<file path="src/rtl/tl_ul_pkg.sv">
// Shared TL-UL definitions for the 2:1 channel-A arbiter: field widths,
// opcode constants, FSM state type and the beat-count helpers.
package tl_ul_pkg;

  localparam int OPC_W     = 3;
  localparam int A_PARAM_W = 3;
  localparam int D_PARAM_W = 2;
  localparam int SIZE_W    = 2;
  localparam int ADDR_W    = 30;
  localparam int MASK_W    = 4;
  localparam int DATA_W    = 32;
  localparam int CNT_W     = 4;

  localparam logic [OPC_W-1:0] A_PUT_FULL_DATA    = 3'd0;
  localparam logic [OPC_W-1:0] A_PUT_PARTIAL_DATA = 3'd1;
  localparam logic [OPC_W-1:0] A_GET              = 3'd4;
  localparam logic [OPC_W-1:0] D_ACCESS_ACK       = 3'd0;
  localparam logic [OPC_W-1:0] D_ACCESS_ACK_DATA  = 3'd1;

  // 8-byte transfers on a 32-bit link take two beats
  localparam logic [SIZE_W-1:0] SIZE_TWO_BEAT = 2'd3;

  typedef enum logic {
    ARB_IDLE   = 1'b0,
    ARB_LOCKED = 1'b1
  } arb_state_e;

  function automatic logic a_is_two_beat(input logic [OPC_W-1:0] opcode,
                                         input logic [SIZE_W-1:0] size);
    return ((opcode == A_PUT_FULL_DATA) || (opcode == A_PUT_PARTIAL_DATA)) &&
           (size == SIZE_TWO_BEAT);
  endfunction

  function automatic logic d_is_two_beat(input logic [OPC_W-1:0] opcode,
                                         input logic [SIZE_W-1:0] size);
    return (opcode == D_ACCESS_ACK_DATA) && (size == SIZE_TWO_BEAT);
  endfunction

endpackage

</file>
<file path="src/rtl/tl_inflight_ctr.sv">
// Per-client outstanding-request counter: counts first A beats up and last
// D beats down, saturating at zero on a stray response.
module tl_inflight_ctr
  import tl_ul_pkg::*;
#(
  parameter int MAX_INFLIGHT = 4
) (
  input  logic             clock,
  input  logic             reset,
  input  logic             inc,
  input  logic             dec,
  output logic             full,
  output logic [CNT_W-1:0] count
);

  localparam logic [CNT_W-1:0] MAX_CNT = CNT_W'(MAX_INFLIGHT);

  logic [CNT_W-1:0] count_q;
  logic [CNT_W-1:0] count_d;

  // Next count; simultaneous inc and dec cancel
  always_comb begin
    count_d = count_q;
    if (inc && !dec) begin
      if (count_q != 4'hF) begin
        count_d = count_q + 4'd1;
      end else begin
        count_d = count_q;
      end
    end else if (dec && !inc) begin
      if (count_q != 4'd0) begin
        count_d = count_q - 4'd1;
      end else begin
        count_d = 4'd0;
      end
    end else begin
      count_d = count_q;
    end
  end

  // Count register
  always_ff @(posedge clock or posedge reset) begin
    if (reset) begin
      count_q <= 4'd0;
    end else begin
      count_q <= count_d;
    end
  end

  assign count = count_q;
  assign full  = (count_q >= MAX_CNT);

endmodule

</file>
<file path="src/rtl/tl_ul_a_arbiter_2to1.sv">
// Two-client TL-UL arbiter: round-robin on channel A with burst locking and
// stall-stable grants, source tagging, and tag-based channel D routing.
module tl_ul_a_arbiter_2to1
  import tl_ul_pkg::*;
#(
  parameter int SRC_W        = 2,
  parameter int MAX_INFLIGHT = 4
) (
  input  logic                 clock,
  input  logic                 reset,

  input  logic                 c0_a_valid,
  output logic                 c0_a_ready,
  input  logic [OPC_W-1:0]     c0_a_opcode,
  input  logic [A_PARAM_W-1:0] c0_a_param,
  input  logic [SIZE_W-1:0]    c0_a_size,
  input  logic [SRC_W-1:0]     c0_a_source,
  input  logic [ADDR_W-1:0]    c0_a_address,
  input  logic [MASK_W-1:0]    c0_a_mask,
  input  logic [DATA_W-1:0]    c0_a_data,
  output logic                 c0_d_valid,
  input  logic                 c0_d_ready,
  output logic [OPC_W-1:0]     c0_d_opcode,
  output logic [D_PARAM_W-1:0] c0_d_param,
  output logic [SIZE_W-1:0]    c0_d_size,
  output logic [SRC_W-1:0]     c0_d_source,
  output logic                 c0_d_denied,
  output logic [DATA_W-1:0]    c0_d_data,

  input  logic                 c1_a_valid,
  output logic                 c1_a_ready,
  input  logic [OPC_W-1:0]     c1_a_opcode,
  input  logic [A_PARAM_W-1:0] c1_a_param,
  input  logic [SIZE_W-1:0]    c1_a_size,
  input  logic [SRC_W-1:0]     c1_a_source,
  input  logic [ADDR_W-1:0]    c1_a_address,
  input  logic [MASK_W-1:0]    c1_a_mask,
  input  logic [DATA_W-1:0]    c1_a_data,
  output logic                 c1_d_valid,
  input  logic                 c1_d_ready,
  output logic [OPC_W-1:0]     c1_d_opcode,
  output logic [D_PARAM_W-1:0] c1_d_param,
  output logic [SIZE_W-1:0]    c1_d_size,
  output logic [SRC_W-1:0]     c1_d_source,
  output logic                 c1_d_denied,
  output logic [DATA_W-1:0]    c1_d_data,

  output logic                 m_a_valid,
  input  logic                 m_a_ready,
  output logic [OPC_W-1:0]     m_a_opcode,
  output logic [A_PARAM_W-1:0] m_a_param,
  output logic [SIZE_W-1:0]    m_a_size,
  output logic [SRC_W:0]       m_a_source,
  output logic [ADDR_W-1:0]    m_a_address,
  output logic [MASK_W-1:0]    m_a_mask,
  output logic [DATA_W-1:0]    m_a_data,
  input  logic                 m_d_valid,
  output logic                 m_d_ready,
  input  logic [OPC_W-1:0]     m_d_opcode,
  input  logic [D_PARAM_W-1:0] m_d_param,
  input  logic [SIZE_W-1:0]    m_d_size,
  input  logic [SRC_W:0]       m_d_source,
  input  logic                 m_d_denied,
  input  logic [DATA_W-1:0]    m_d_data
);

  arb_state_e state_q, state_d;
  logic       rr_last_q, rr_last_d;
  logic       pend_q, pend_d;
  logic       hold_idx_q, hold_idx_d;
  logic       a_beat_q, a_beat_d;
  logic       d_beat_q, d_beat_d;

  logic       elig0_s, elig1_s;
  logic       gnt_valid_s, gnt_idx_s, sel_valid_s;
  logic       a_fire_s, a_first_s, a_multi_s;
  logic       d_idx_s, d_fire_s, d_multi_s, d_last_s;
  logic [1:0] inc_s, dec_s, full_s;
  logic [CNT_W-1:0] cnt0_s, cnt1_s;

  tl_inflight_ctr #(.MAX_INFLIGHT(MAX_INFLIGHT)) u_ctr0 (
    .clock (clock),
    .reset (reset),
    .inc   (inc_s[0]),
    .dec   (dec_s[0]),
    .full  (full_s[0]),
    .count (cnt0_s)
  );

  tl_inflight_ctr #(.MAX_INFLIGHT(MAX_INFLIGHT)) u_ctr1 (
    .clock (clock),
    .reset (reset),
    .inc   (inc_s[1]),
    .dec   (dec_s[1]),
    .full  (full_s[1]),
    .count (cnt1_s)
  );

  assign elig0_s = c0_a_valid & ~full_s[0];
  assign elig1_s = c1_a_valid & ~full_s[1];

  // Grant selection: a locked burst or a stalled beat keeps its owner
  always_comb begin
    gnt_valid_s = 1'b0;
    gnt_idx_s   = 1'b0;
    if ((state_q == ARB_LOCKED) || pend_q) begin
      gnt_valid_s = 1'b1;
      gnt_idx_s   = hold_idx_q;
    end else if (elig0_s && elig1_s) begin
      gnt_valid_s = 1'b1;
      gnt_idx_s   = ~rr_last_q;
    end else if (elig0_s) begin
      gnt_valid_s = 1'b1;
      gnt_idx_s   = 1'b0;
    end else if (elig1_s) begin
      gnt_valid_s = 1'b1;
      gnt_idx_s   = 1'b1;
    end else begin
      gnt_valid_s = 1'b0;
      gnt_idx_s   = 1'b0;
    end
  end

  // Channel A field mux with the requester index prepended to the source
  always_comb begin
    if (gnt_idx_s) begin
      sel_valid_s = c1_a_valid;
      m_a_opcode  = c1_a_opcode;
      m_a_param   = c1_a_param;
      m_a_size    = c1_a_size;
      m_a_source  = {1'b1, c1_a_source};
      m_a_address = c1_a_address;
      m_a_mask    = c1_a_mask;
      m_a_data    = c1_a_data;
    end else begin
      sel_valid_s = c0_a_valid;
      m_a_opcode  = c0_a_opcode;
      m_a_param   = c0_a_param;
      m_a_size    = c0_a_size;
      m_a_source  = {1'b0, c0_a_source};
      m_a_address = c0_a_address;
      m_a_mask    = c0_a_mask;
      m_a_data    = c0_a_data;
    end
  end

  assign m_a_valid  = gnt_valid_s & sel_valid_s & ~reset;
  assign c0_a_ready = m_a_ready & gnt_valid_s & ~gnt_idx_s & ~reset;
  assign c1_a_ready = m_a_ready & gnt_valid_s &  gnt_idx_s & ~reset;
  assign a_fire_s   = m_a_valid & m_a_ready;
  assign a_first_s  = ~a_beat_q;
  assign a_multi_s  = a_is_two_beat(m_a_opcode, m_a_size);

  // Arbiter FSM next state, round-robin pointer and grant hold
  always_comb begin
    state_d    = state_q;
    rr_last_d  = rr_last_q;
    a_beat_d   = a_beat_q;
    pend_d     = m_a_valid & ~m_a_ready;
    hold_idx_d = gnt_valid_s ? gnt_idx_s : hold_idx_q;
    case (state_q)
      ARB_IDLE: begin
        if (a_fire_s && a_multi_s) begin
          state_d  = ARB_LOCKED;
          a_beat_d = 1'b1;
        end else if (a_fire_s) begin
          rr_last_d = gnt_idx_s;
        end else begin
          state_d = ARB_IDLE;
        end
      end
      ARB_LOCKED: begin
        if (a_fire_s) begin
          state_d   = ARB_IDLE;
          a_beat_d  = 1'b0;
          rr_last_d = gnt_idx_s;
        end else begin
          state_d = ARB_LOCKED;
        end
      end
      default: begin
        state_d  = ARB_IDLE;
        a_beat_d = 1'b0;
      end
    endcase
  end

  assign inc_s[0] = a_fire_s & a_first_s & ~gnt_idx_s;
  assign inc_s[1] = a_fire_s & a_first_s &  gnt_idx_s;

  // Channel D routing by the tag bit; payload is broadcast, valid is not
  assign d_idx_s    = m_d_source[SRC_W];
  assign c0_d_valid = m_d_valid & ~d_idx_s & ~reset;
  assign c1_d_valid = m_d_valid &  d_idx_s & ~reset;
  assign m_d_ready  = d_idx_s ? c1_d_ready : c0_d_ready;
  assign d_fire_s   = m_d_valid & m_d_ready;
  assign d_multi_s  = d_is_two_beat(m_d_opcode, m_d_size);
  assign d_last_s   = ~d_multi_s | d_beat_q;
  assign dec_s[0]   = d_fire_s & d_last_s & ~d_idx_s;
  assign dec_s[1]   = d_fire_s & d_last_s &  d_idx_s;

  assign c0_d_opcode = m_d_opcode;
  assign c0_d_param  = m_d_param;
  assign c0_d_size   = m_d_size;
  assign c0_d_source = m_d_source[SRC_W-1:0];
  assign c0_d_denied = m_d_denied;
  assign c0_d_data   = m_d_data;
  assign c1_d_opcode = m_d_opcode;
  assign c1_d_param  = m_d_param;
  assign c1_d_size   = m_d_size;
  assign c1_d_source = m_d_source[SRC_W-1:0];
  assign c1_d_denied = m_d_denied;
  assign c1_d_data   = m_d_data;

  // D beat position within a two-beat response
  always_comb begin
    if (d_fire_s) begin
      d_beat_d = d_multi_s & ~d_beat_q;
    end else begin
      d_beat_d = d_beat_q;
    end
  end

  // State registers; rr_last resets to client 1 so client 0 wins first
  always_ff @(posedge clock or posedge reset) begin
    if (reset) begin
      state_q    <= ARB_IDLE;
      rr_last_q  <= 1'b1;
      pend_q     <= 1'b0;
      hold_idx_q <= 1'b0;
      a_beat_q   <= 1'b0;
      d_beat_q   <= 1'b0;
    end else begin
      state_q    <= state_d;
      rr_last_q  <= rr_last_d;
      pend_q     <= pend_d;
      hold_idx_q <= hold_idx_d;
      a_beat_q   <= a_beat_d;
      d_beat_q   <= d_beat_d;
    end
  end

endmodule

</file>
<file path="config.mk">
export PLATFORM = sky130hd
export DESIGN_NAME = tl_ul_a_arbiter_2to1
export DESIGN_NICKNAME = d
export VERILOG_FILES = /design/src/rtl/tl_ul_pkg.sv /design/src/rtl/tl_inflight_ctr.sv /design/src/rtl/tl_ul_a_arbiter_2to1.sv
export SDC_FILE = /design/constraint.sdc
export NUM_CORES = 1
export LEC_CHECK = 0
export CAP_MARGIN = 20
export CORE_AREA = 3 3 141 143
export CTS_CLUSTER_SIZE = 20
export DETAILED_ROUTE_END_ITERATION = 12
export DIE_AREA = 0 0 144 146
export REMOVE_ABC_BUFFERS = 1
export SKIP_LAST_GASP = 1
export SYNTH_ARGS = -nofsm -noshare
export SYNTH_HDL_FRONTEND = slang
export SYNTH_HIERARCHICAL = 1
export SYNTH_SLANG_ARGS = --single-unit
</file>
<file path="constraint.sdc">
create_clock -name clock -period 3.35 [get_ports clock]
set_clock_uncertainty 0.2 [all_clocks]
set_input_delay 0.5025 -clock clock [delete_from_list [all_inputs] [get_ports clock]]
set_output_delay 0.5025 -clock clock [all_outputs]
set_load 0.01 [all_outputs]
</file>
# Word level (Yosys, flattened, before mapping)
# Cells that the tools add are included.
# W data, S select, Z words.
# totals
ff_bits	14
word_cells	115
# classes
addsub	4
magnitude_cmp	2
eq_ne	11
mux	33
n_bitwise	35
reduce_logical	22
# ops
op	n
$mux W4	9
$mux W32	1
$mux W30	1
$and A1 B1 Y1	23
$mux W1	15
$not A1 Y1	11
$mux W3	3
$add A4 B1 Y4 const B	2
$ge A4 B3 Y1 const B	2
$logic_and A1 B1 Y1	8
$ne A2 B2 Y1 const B	4
$ne A4 B4 Y1 const B	2
$reduce_bool A4 Y1	2
$sub A4 B1 Y4 const B	2
$eq A3 B1 Y1 const B	2
$pmux W1 S2	3
$reduce_and A2 Y1	3
$eq A2 B2 Y1 const B	2
$logic_not A1 Y1	4
$reduce_bool A2 Y1	2
$logic_not A3 Y1	1
$logic_or A1 B1 Y1	2
$mux W2	1
$ne A2 B1 Y1 const B	1
$or A1 B1 Y1	1

# Longest topological paths before layout
# Gate-level depths: netlist (run 1).
# depth
word_depth	17
ltp_mapped	11
mapped_depth_nobuf	9

# Hierarchy
# The synthesis (run 1) kept the hierarchy.
# modules_own_cells
mod	instances	cells_each	area_each_um2
tl_ul_a_arbiter_2to1	1	223	2001.9
tl_inflight_ctr	2	42	360.3

# Least setup slack after synthesis (run 1)
# OpenSTA, ideal clock, no wires.
# synth_path
kind	register -> register
from	register u_ctr1.count_q[2], in the netlist u_ctr1/count[2]
to	register u_ctr0.count_q[3], in the netlist u_ctr0/count[3]
setup_time_ps	126
arrival_time_ps	2583
t_required_ps	3024
path_slack_ps	441
stages_incl_launch_ff	11
n_path_buf	1
period_less_slack_ps	2909
path_cell_list	dfrtp_1 -> buf_4 -> or2_2 -> nor4b_4 -> a221oi_2 -> or2_2 -> nor3_1 -> nand2b_1 -> nor3_2 -> a21oi_1 -> o32a_1
# synth_via
elab_chain_len	17
word_cells_on_any_way	25
# synth_rtl
element	line	text
start: declaration	tl_inflight_ctr.sv:18	logic [CNT_W-1:0] count_q;
start signal: assignment	tl_inflight_ctr.sv:46	count_q <= count_d;
$ge A4 B3 Y1 (*)	tl_inflight_ctr.sv:51	assign full = (count_q >= MAX_CNT);
named net full_s[1]	tl_ul_a_arbiter_2to1.sv:78	logic [1:0] inc_s, dec_s, full_s;
$not A1 Y1 (*)	tl_ul_a_arbiter_2to1.sv:100	assign elig1_s = c1_a_valid & ~full_s[1];
$and A1 B1 Y1 (*)	tl_ul_a_arbiter_2to1.sv:100	
$mux W1	tl_ul_a_arbiter_2to1.sv:115	end else if (elig1_s) begin
$mux W1	tl_ul_a_arbiter_2to1.sv:112	end else if (elig0_s) begin
$mux W1	tl_ul_a_arbiter_2to1.sv:109	end else if (elig0_s && elig1_s) begin
$mux W1	tl_ul_a_arbiter_2to1.sv:106	if ((state_q == ARB_LOCKED) || pend_q) begin
(+3 left out)	n/a	
$and A1 B1 Y1	tl_ul_a_arbiter_2to1.sv:150	assign a_fire_s = m_a_valid & m_a_ready;
$and A1 B1 Y1	tl_ul_a_arbiter_2to1.sv:188	assign inc_s[0] = a_fire_s & a_first_s & ~gnt_idx_s;
$and A1 B1 Y1 (*)	tl_ul_a_arbiter_2to1.sv:188	
named net inc_s[0]	tl_ul_a_arbiter_2to1.sv:78	
$logic_not A1 Y1	tl_inflight_ctr.sv:30	end else if (dec && !inc) begin
$logic_and A1 B1 Y1	tl_inflight_ctr.sv:30	
$reduce_bool A2 Y1 (no source line)	n/a	
$reduce_and A2 Y1 (no source line)	n/a	
end signal: assignment	tl_inflight_ctr.sv:46	
end: declaration	tl_inflight_ctr.sv:18	
# The timed path passes the listed nets; every way through them passes the cells marked *.
# A chain may end at the register's enable or synchronous reset.

# Final worst setup path (run 1)
# layout_path
from	register u_ctr1.count_q[3], in the netlist u_ctr1/count[3]
to	output m_a_param[1]
# layout_via
elab_chain_len	8
word_cells_on_any_way	9
# layout_rtl
element	line	text
$ge A4 B3 Y1 (*)	tl_inflight_ctr.sv:51	
named net full_s[1]	tl_ul_a_arbiter_2to1.sv:78	
$not A1 Y1 (*)	tl_ul_a_arbiter_2to1.sv:100	
$and A1 B1 Y1 (*)	tl_ul_a_arbiter_2to1.sv:100	
$mux W1	tl_ul_a_arbiter_2to1.sv:115	
$mux W1	tl_ul_a_arbiter_2to1.sv:112	
$mux W1 (*)	tl_ul_a_arbiter_2to1.sv:109	
$mux W1 (*)	tl_ul_a_arbiter_2to1.sv:106	
$mux W3 (*)	tl_ul_a_arbiter_2to1.sv:126	if (gnt_idx_s) begin
end: declaration	tl_ul_a_arbiter_2to1.sv:51	output logic [A_PARAM_W-1:0] m_a_param,
# Marked as above.

==> run summary, run 1 <==
status = finished, final reports clean
setup TNS = 0 ns
crit path kind = reg -> out
crit end category = output port
vias per inst = 4.11
Final nets = 714
Synth Instances = 307
xor-xnor portion of the synthesized cell area = 0%
worst min path class = reg -> reg
r2r startpoint = u_ctr1/count[3]$_DFFE_PP0P_
CTS clock-pin slew for the worst setup and hold paths = 0.05 ns
die area = 21,000 µm²
initial DRC count = 137
Final Hold Viols = 0
final instance area = 5320 µm²
I/O Pins = 370
Buf+Inv Stages, Crit Path = 3
Multi-input gate area = 1640 µm²
layout cell share with drive strength beyond 1 = 24.0%
Fmax = 299 MHz
CP peak stage delay = 0.58 ns
pin count of the biggest net entering global routing = 35
Power Density = 583 nW/µm²
Worst Hold Path Cells = 2
crit share post-route = 99.9%
Post-CTS Hold Buffers = 0
largest family of logic cells by synthesized area = multiplexers
top cell family by delay on the critical path = buffers and inverters
CTS tree = done
post-synthesis adder-cell area fraction = 2.76%
Syn Area/Cell = 8.87 µm²
via count = 3,030
CP max stage cell = clkdlybuf4s50_1
Sequential Area = 352 µm²
Worst setup SP type = flop
synthesized area = 2720 µm²
routed len/inst = 27.1 µm
CP Depth = 7
IO Port Bufs = 258
LEAKAGE = 2.23 nW
ys async rst share = 100%
Post-route DRC = 0
Clk Tree Root Cell = clkbuf_16
most frequent cells in the layout = 231 x clkdlybuf4s50_1, 66 x mux2_2, 25 x buf_4
commonest non-fill, non-tap cell in the layout = clkdlybuf4s50_1
DIE WIDTH = 144 µm
gp weighted congestion = 0.854
max-slew headroom at the worst pin = 66.0%
wl on met1 = 7.05 mm
RSZ-0062 raised after global routing = true
Initial DRT Pass Iterations = 4
required time of the critical path = 2.65 ns
Fill cells = 1,971
reg2reg end = u_ctr0/count[3]$_DFFE_PP0P_
Least-Margin Pin Slew = 0.505 ns
core box area = 18,700 µm²
initial antenna violation count = 6
diodes inserted = 0
Pins Over Slew Limit = 0
overall power = 3.10 mW
predominant post-synthesis flop cell = dfrtp_1
vias in the first global route = 3,173
CTS Buffer Depth = 2
Synth Area in Compound Gates = 9.79%
sequential element share of the synthesized area = 12.9%
mux cell area share after synthesis = 32.2%
hold_sp = hold_idx_q$_DFFE_PP0N_
Peak supply drop = 0.000236 V
Ys Warns = 6
worst skew pair latency = 0.25 ns
Worst Reg-to-Reg Cells = 12
reg2reg setup slack = 0.24 ns
ANT nets after route = 0
Cell Rows = 50
clk sinks = 14
Die Ht = 146 µm
WL final = 20.0 mm
Final min period = 3.35 ns
fraction of the mapped netlist area in simple logic gates = 15.1%
Finish-stage setup viols = 0
CTS Buf Count = 3
max_cap viols = 0
Crit path arrival time = 2.64 ns
Min-Delay Endpoint = hold_idx_q$_DFFE_PP0N_
top layer in use = met5
#FFs+latches synth = 14
initial core utilization = 14.6%
Post-synth EDFFs = 0
first-pass GRT wire length = 25.3 mm
overall global routing resource usage = 17.6%
Finished Core Util = 28.5%
WL met2 = 8.29 mm
Met3 Routed Length = 4.50 mm
area post-placement = 5110 µm²
hold_ws = 0.311 ns
synth-to-layout area growth = 95.5%
Max Fanout on Critical Path = 17
# H-tree levels = 1
Cell Chain, Critical Path = or2_2, nor4b_4, a21boi_4, buf_12, clkbuf_16, mux2_2, clkdlybuf4s50_1
hpwl dp = 18.4 mm
Netlist cell types = 42
GRT Residual Overflow = 0
==> repair_timing <==
item | 4_1_cts | 5_1_grt
hold endpoints to repair | 0 | 0
buffers inserted | 2 | 4
pin swaps | 1 | 1
gates cloned | 0 | 1
gates resized for setup | 11 | 17
endpoints found under the setup margin | 18 | 34
==> synthesized netlist by cell type, drive strengths merged (5+ instances only) <==
| library cell | number | area [µm²] |
|---|---|---|
| nand2b | 5 | 46.3 |
| nor3 | 9 | 55.1 |
| ha | 6 | 75.1 |
| dfrtp | 13 | 325 |
| nand2 | 18 | 67.6 |
| nor2 | 6 | 22.5 |
| mux2 | 76 | 856 |
| a21oi | 8 | 40.0 |
| o21ai | 10 | 50.0 |
| buf | 95 | 698 |
| inv | 12 | 45.0 |
==> worst min-delay path, stage by stage, from the launching register on <==
cell     delay (ns)
dfrtp_1        0.36
nand2_1        0.06
nand2_1        0.06
==> through the flow <==
step / setup WS [ns] / std cells
3_5_place_dp: -0.0441 / 727
3_3_place_gp: -0.0349 / 727
4_1_cts: -0.0226 / 733
5_1_grt: -0.0944 / 738
6_report: 0.00430 / 738
2_1_floorplan: -1.49 / 212
==> flip-flops by register name, indices dropped and copies added (netlist names) <==
name and flops:
u_ctr0/count 4, u_ctr1/count 4, a_beat_q 1, d_beat_q 1, hold_idx_q 1, pend_q 1, rr_last_q 1, state_q 1
==> layout make-up <==
class,instances,area share (%)
Timing Repair Buffer,288,54.6
Tap cell,234,5.50
Clock buffer,4,1.67
Inverter,12,0.893
Sequential cell,14,6.60
Multi-Input combinational cell,186,30.7
==> cell families after synthesis <==
family	count (synthesis)
AO/OA/AOI/OAI	37
buffers and inverters	107
flip-flops	14
adder cells (fa/ha/maj)	6
multiplexers	78
AND/OR/NAND/NOR	65
==> worst max path at each step <==
stage	start	to	slack (ns)
2_1_floorplan	u_ctr0/count[2]$_DFFE_PP0P_	u_ctr0/count[3]$_DFFE_PP0P_	-1.49
3_3_place_gp	c1_a_valid	m_a_source[1]	-0.03
3_5_place_dp	c1_a_valid	m_a_source[1]	-0.04
4_1_cts	u_ctr0/count[2]$_DFFE_PP0P_	m_a_address[11]	-0.02
5_1_grt	u_ctr1/count[2]$_DFFE_PP0P_	m_a_mask[2]	-0.09
6_report	u_ctr1/count[3]$_DFFE_PP0P_	m_a_param[1]	0.004
==> power breakdown <==
group          leakage [nW]  internal (mW)  switching [mW]
logic                  2.01           1.46            1.09
registers             0.173          0.232          0.0674
clock network        0.0442          0.181          0.0732
==> routing by layer <==
metal / vias to the layer above / GRT usage, %
li1: 1391 / -
met1: 1349 / 19.6
met4: 2 / 1.84
met2: 280 / 25.6
met3: 8 / 15.5
met5: - / 4.31
No activity file was read; power rests on OpenSTA's default activity.
==> run 2: changes to the inputs <==
--- a/config.mk
+++ b/config.mk
@@ -11,6 +11,7 @@
 export DETAILED_ROUTE_END_ITERATION = 12
 export DIE_AREA = 0 0 144 146
 export REMOVE_ABC_BUFFERS = 1
+export SKIP_CTS_REPAIR_TIMING = 1
 export SKIP_LAST_GASP = 1
 export SYNTH_ARGS = -nofsm -noshare
 export SYNTH_HDL_FRONTEND = slang
==> run 2 against run 1 <==
Net effect:
- total power is 2.6% lower
- largest cell class unchanged
- the run now ends with negative setup slack left
- clock power barely moved
- sequential share of layout area is 0.058 points higher
==> run summary, run 2 (same netlist as run 1, synthesis figures left out) <==
dpl ws = -0.0441 ns (unchanged)
Power Density = 571 nW/µm² (-2.1%)
initial antenna violation count = 5 (-1)
Clk Tree Root Cell = clkbuf_16
crit share post-route = 100% (+0.32 points)
placed cell count = 727 (unchanged)
Clock Power Share = 8.4% (+0.2 points)
top cell family by delay on the critical path = buffers and inverters
required time of the critical path = 2.65 ns (about the same)
Crit path arrival time = 2.65 ns (about the same)
max-slew headroom at the worst pin = 62.3% (-3.7 points)
CTS Buffer Depth = 2 (unchanged)
Final nets = 710 (-0.56%)
clk sinks = 14 (unchanged)
synth-to-layout area growth = 94.5%
Die Ht = 146 µm (unchanged)
reg2reg end = u_ctr0/count[1]$_DFFE_PP0P_
Max Fanout on Critical Path = 34 (+17)
most frequent cells in the layout = 232 x clkdlybuf4s50_1, 66 x mux2_2, 25 x dlymetal6s2s_1
RSZ-0062 raised after global routing = true
Finish-stage setup viols = 4 (+4)
Final min period = 3.36 ns (+0.0107 ns)
max_cap viols = 0 (unchanged)
Fmax = 298 MHz (-0.32%)
first-pass GRT wire length = 25.2 mm (-0.27%)
status = finished, violations left
Worst Reg-to-Reg Cells = 12 (unchanged)
diodes inserted = 0 (unchanged)
I/O Pins = 370 (unchanged)
GRT Residual Overflow = 0 (unchanged)
hold_ws = 0.312 ns (+0.00108 ns)
critical path endpoint = m_a_data[25]
DIE WIDTH = 144 µm (unchanged)
Least-Margin Pin Slew = 0.561 ns (+0.0552 ns)
CTS Buf Count = 3 (unchanged)
worst min path class = reg -> reg
LEAKAGE = 2.26 nW (+1.2%)
crit end category = output port
initial DRC count = 107 (-22%)
worst skew pair latency = 0.25 ns (about the same)
CP max stage cell = clkdlybuf4s50_1
Peak supply drop = 0.000231 V (-1.9%)
CTS clock-pin slew for the worst setup and hold paths = 0.05 ns (about the same)
Buf+Inv Stages, Crit Path = 3 (unchanged)
Initial DRT Pass Iterations = 4 (unchanged)
setup TNS = -0.00964 ns (-0.00964 ns)
routed len/inst = 26.8 µm (-1.1%)
failing checks = negative setup slack
r2r startpoint = u_ctr0/count[2]$_DFFE_PP0P_
reg2reg setup slack = 0.32 ns (+0.08 ns)
commonest non-fill, non-tap cell in the layout = clkdlybuf4s50_1
Worst setup SP type = flop
overall global routing resource usage = 17.5% (-0.040 points)
switching pwr = 1.20 mW (-2.8%)
Seq pwr share = 10.1% (+0.5 points)
layout cell share with drive strength beyond 1 = 23.6% (-0.41 points)
core box area = 18,700 µm² (unchanged)
switching portion of total power = 39.7% (-0.059 points)
pin count of the biggest net entering global routing = 35 (unchanged)
crit path from = u_ctr0/count[2]$_DFFE_PP0P_
crit path kind = reg -> out
Cell Rows = 50 (unchanged)
internal power = 1.82 mW (-2.5%)
Post-route DRC = 0 (unchanged)
initial core utilization = 14.6% (unchanged)
count of non-filler cells in the finished layout = 734 (-0.54%)
CTS tree = done
# H-tree levels = 1 (unchanged)
hpwl dp = 18.4 mm (unchanged)
ANT nets after route = 0 (unchanged)
gp weighted congestion = 0.854 (unchanged)
worst setup margin = -0.00637 ns (-0.0107 ns)
vias per inst = 4.12 (+0.45%)
CP Depth = 7 (unchanged)
IO Port Bufs = 258 (unchanged)
Cell Chain, Critical Path = or2_2, nand3b_1, a21boi_4, buf_12, buf_4, mux2_2, clkdlybuf4s50_1
die area = 21,000 µm² (unchanged)
Combinational Power Share = 81.5% (-0.7 points)
via count = 3,027 (-0.099%)
CP peak stage delay = 0.48 ns (-0.10 ns)
Final Hold Viols = 0 (unchanged)
vias in the first global route = 3,153 (-0.63%)
Pins Over Slew Limit = 0 (unchanged)
WL final = 19.7 mm (-1.6%)
[run 2: metrics by stage]
stage	power (mW)	util [%]	instance area, µm²
after CTS	3.05	27.8	5200
final	3.02	28.3	5300
after global routing	3.21	28.3	5300
after global placement	2.78	27.3	5110
after detailed placement	2.78	27.3	5110
after floorplan	1.41	-	2020
[run 2: worst min-delay path by stage]
| stage | from | to | slack [ns] | cells after the start |
|---|---|---|---|---|
| final | hold_idx_q$_DFFE_PP0N_ | hold_idx_q$_DFFE_PP0N_ | 0.31 | 2 |
| after global routing | hold_idx_q$_DFFE_PP0N_ | hold_idx_q$_DFFE_PP0N_ | 0.33 | 2 |
| after CTS | hold_idx_q$_DFFE_PP0N_ | hold_idx_q$_DFFE_PP0N_ | 0.32 | 2 |
| after detailed placement | hold_idx_q$_DFFE_PP0N_ | hold_idx_q$_DFFE_PP0N_ | 0.30 | 2 |
| after global placement | hold_idx_q$_DFFE_PP0N_ | hold_idx_q$_DFFE_PP0N_ | 0.29 | 2 |
| after floorplan | reset | u_ctr0/count[0]$_DFFE_PP0P_ | 0.07 | 1 |
[run 2: tightest hold or removal path: stages (launching register included)]
cell and delay (ns):
dfrtp_1 0.36, nand2_1 0.06, nand2_1 0.06
[run 2: final cells by class]
class,instances,area [µm²]
Fill cell,1966,13400
Timing Repair Buffer,284,2880
Multi-Input combinational cell,186,1640
Sequential cell,14,353
Tap cell,234,293
Clock buffer,4,88.8
Inverter,12,47.5
[run 2: routing by layer]
| metal | GRT usage, % | part of all wire [%] | routed length, µm |
|---|---|---|---|
| met1 | 19.7 | 36 | 7050 |
| met2 | 25.4 | 41 | 8110 |
| met3 | 15.4 | 22 | 4350 |
| met4 | 1.84 | 0.42 | 82 |
| met5 | 4.31 | 0.52 | 103 |
[run 2: power by group through the flow]
stage	registers, mW	logic (mW)	clock network, mW
6_report	0.306	2.46	0.253
2_1_floorplan	0.297	1.11	0
3_3_place_gp	0.304	2.47	0
4_1_cts	0.304	2.49	0.260
5_1_grt	0.318	2.62	0.267
3_5_place_dp	0.307	2.47	0
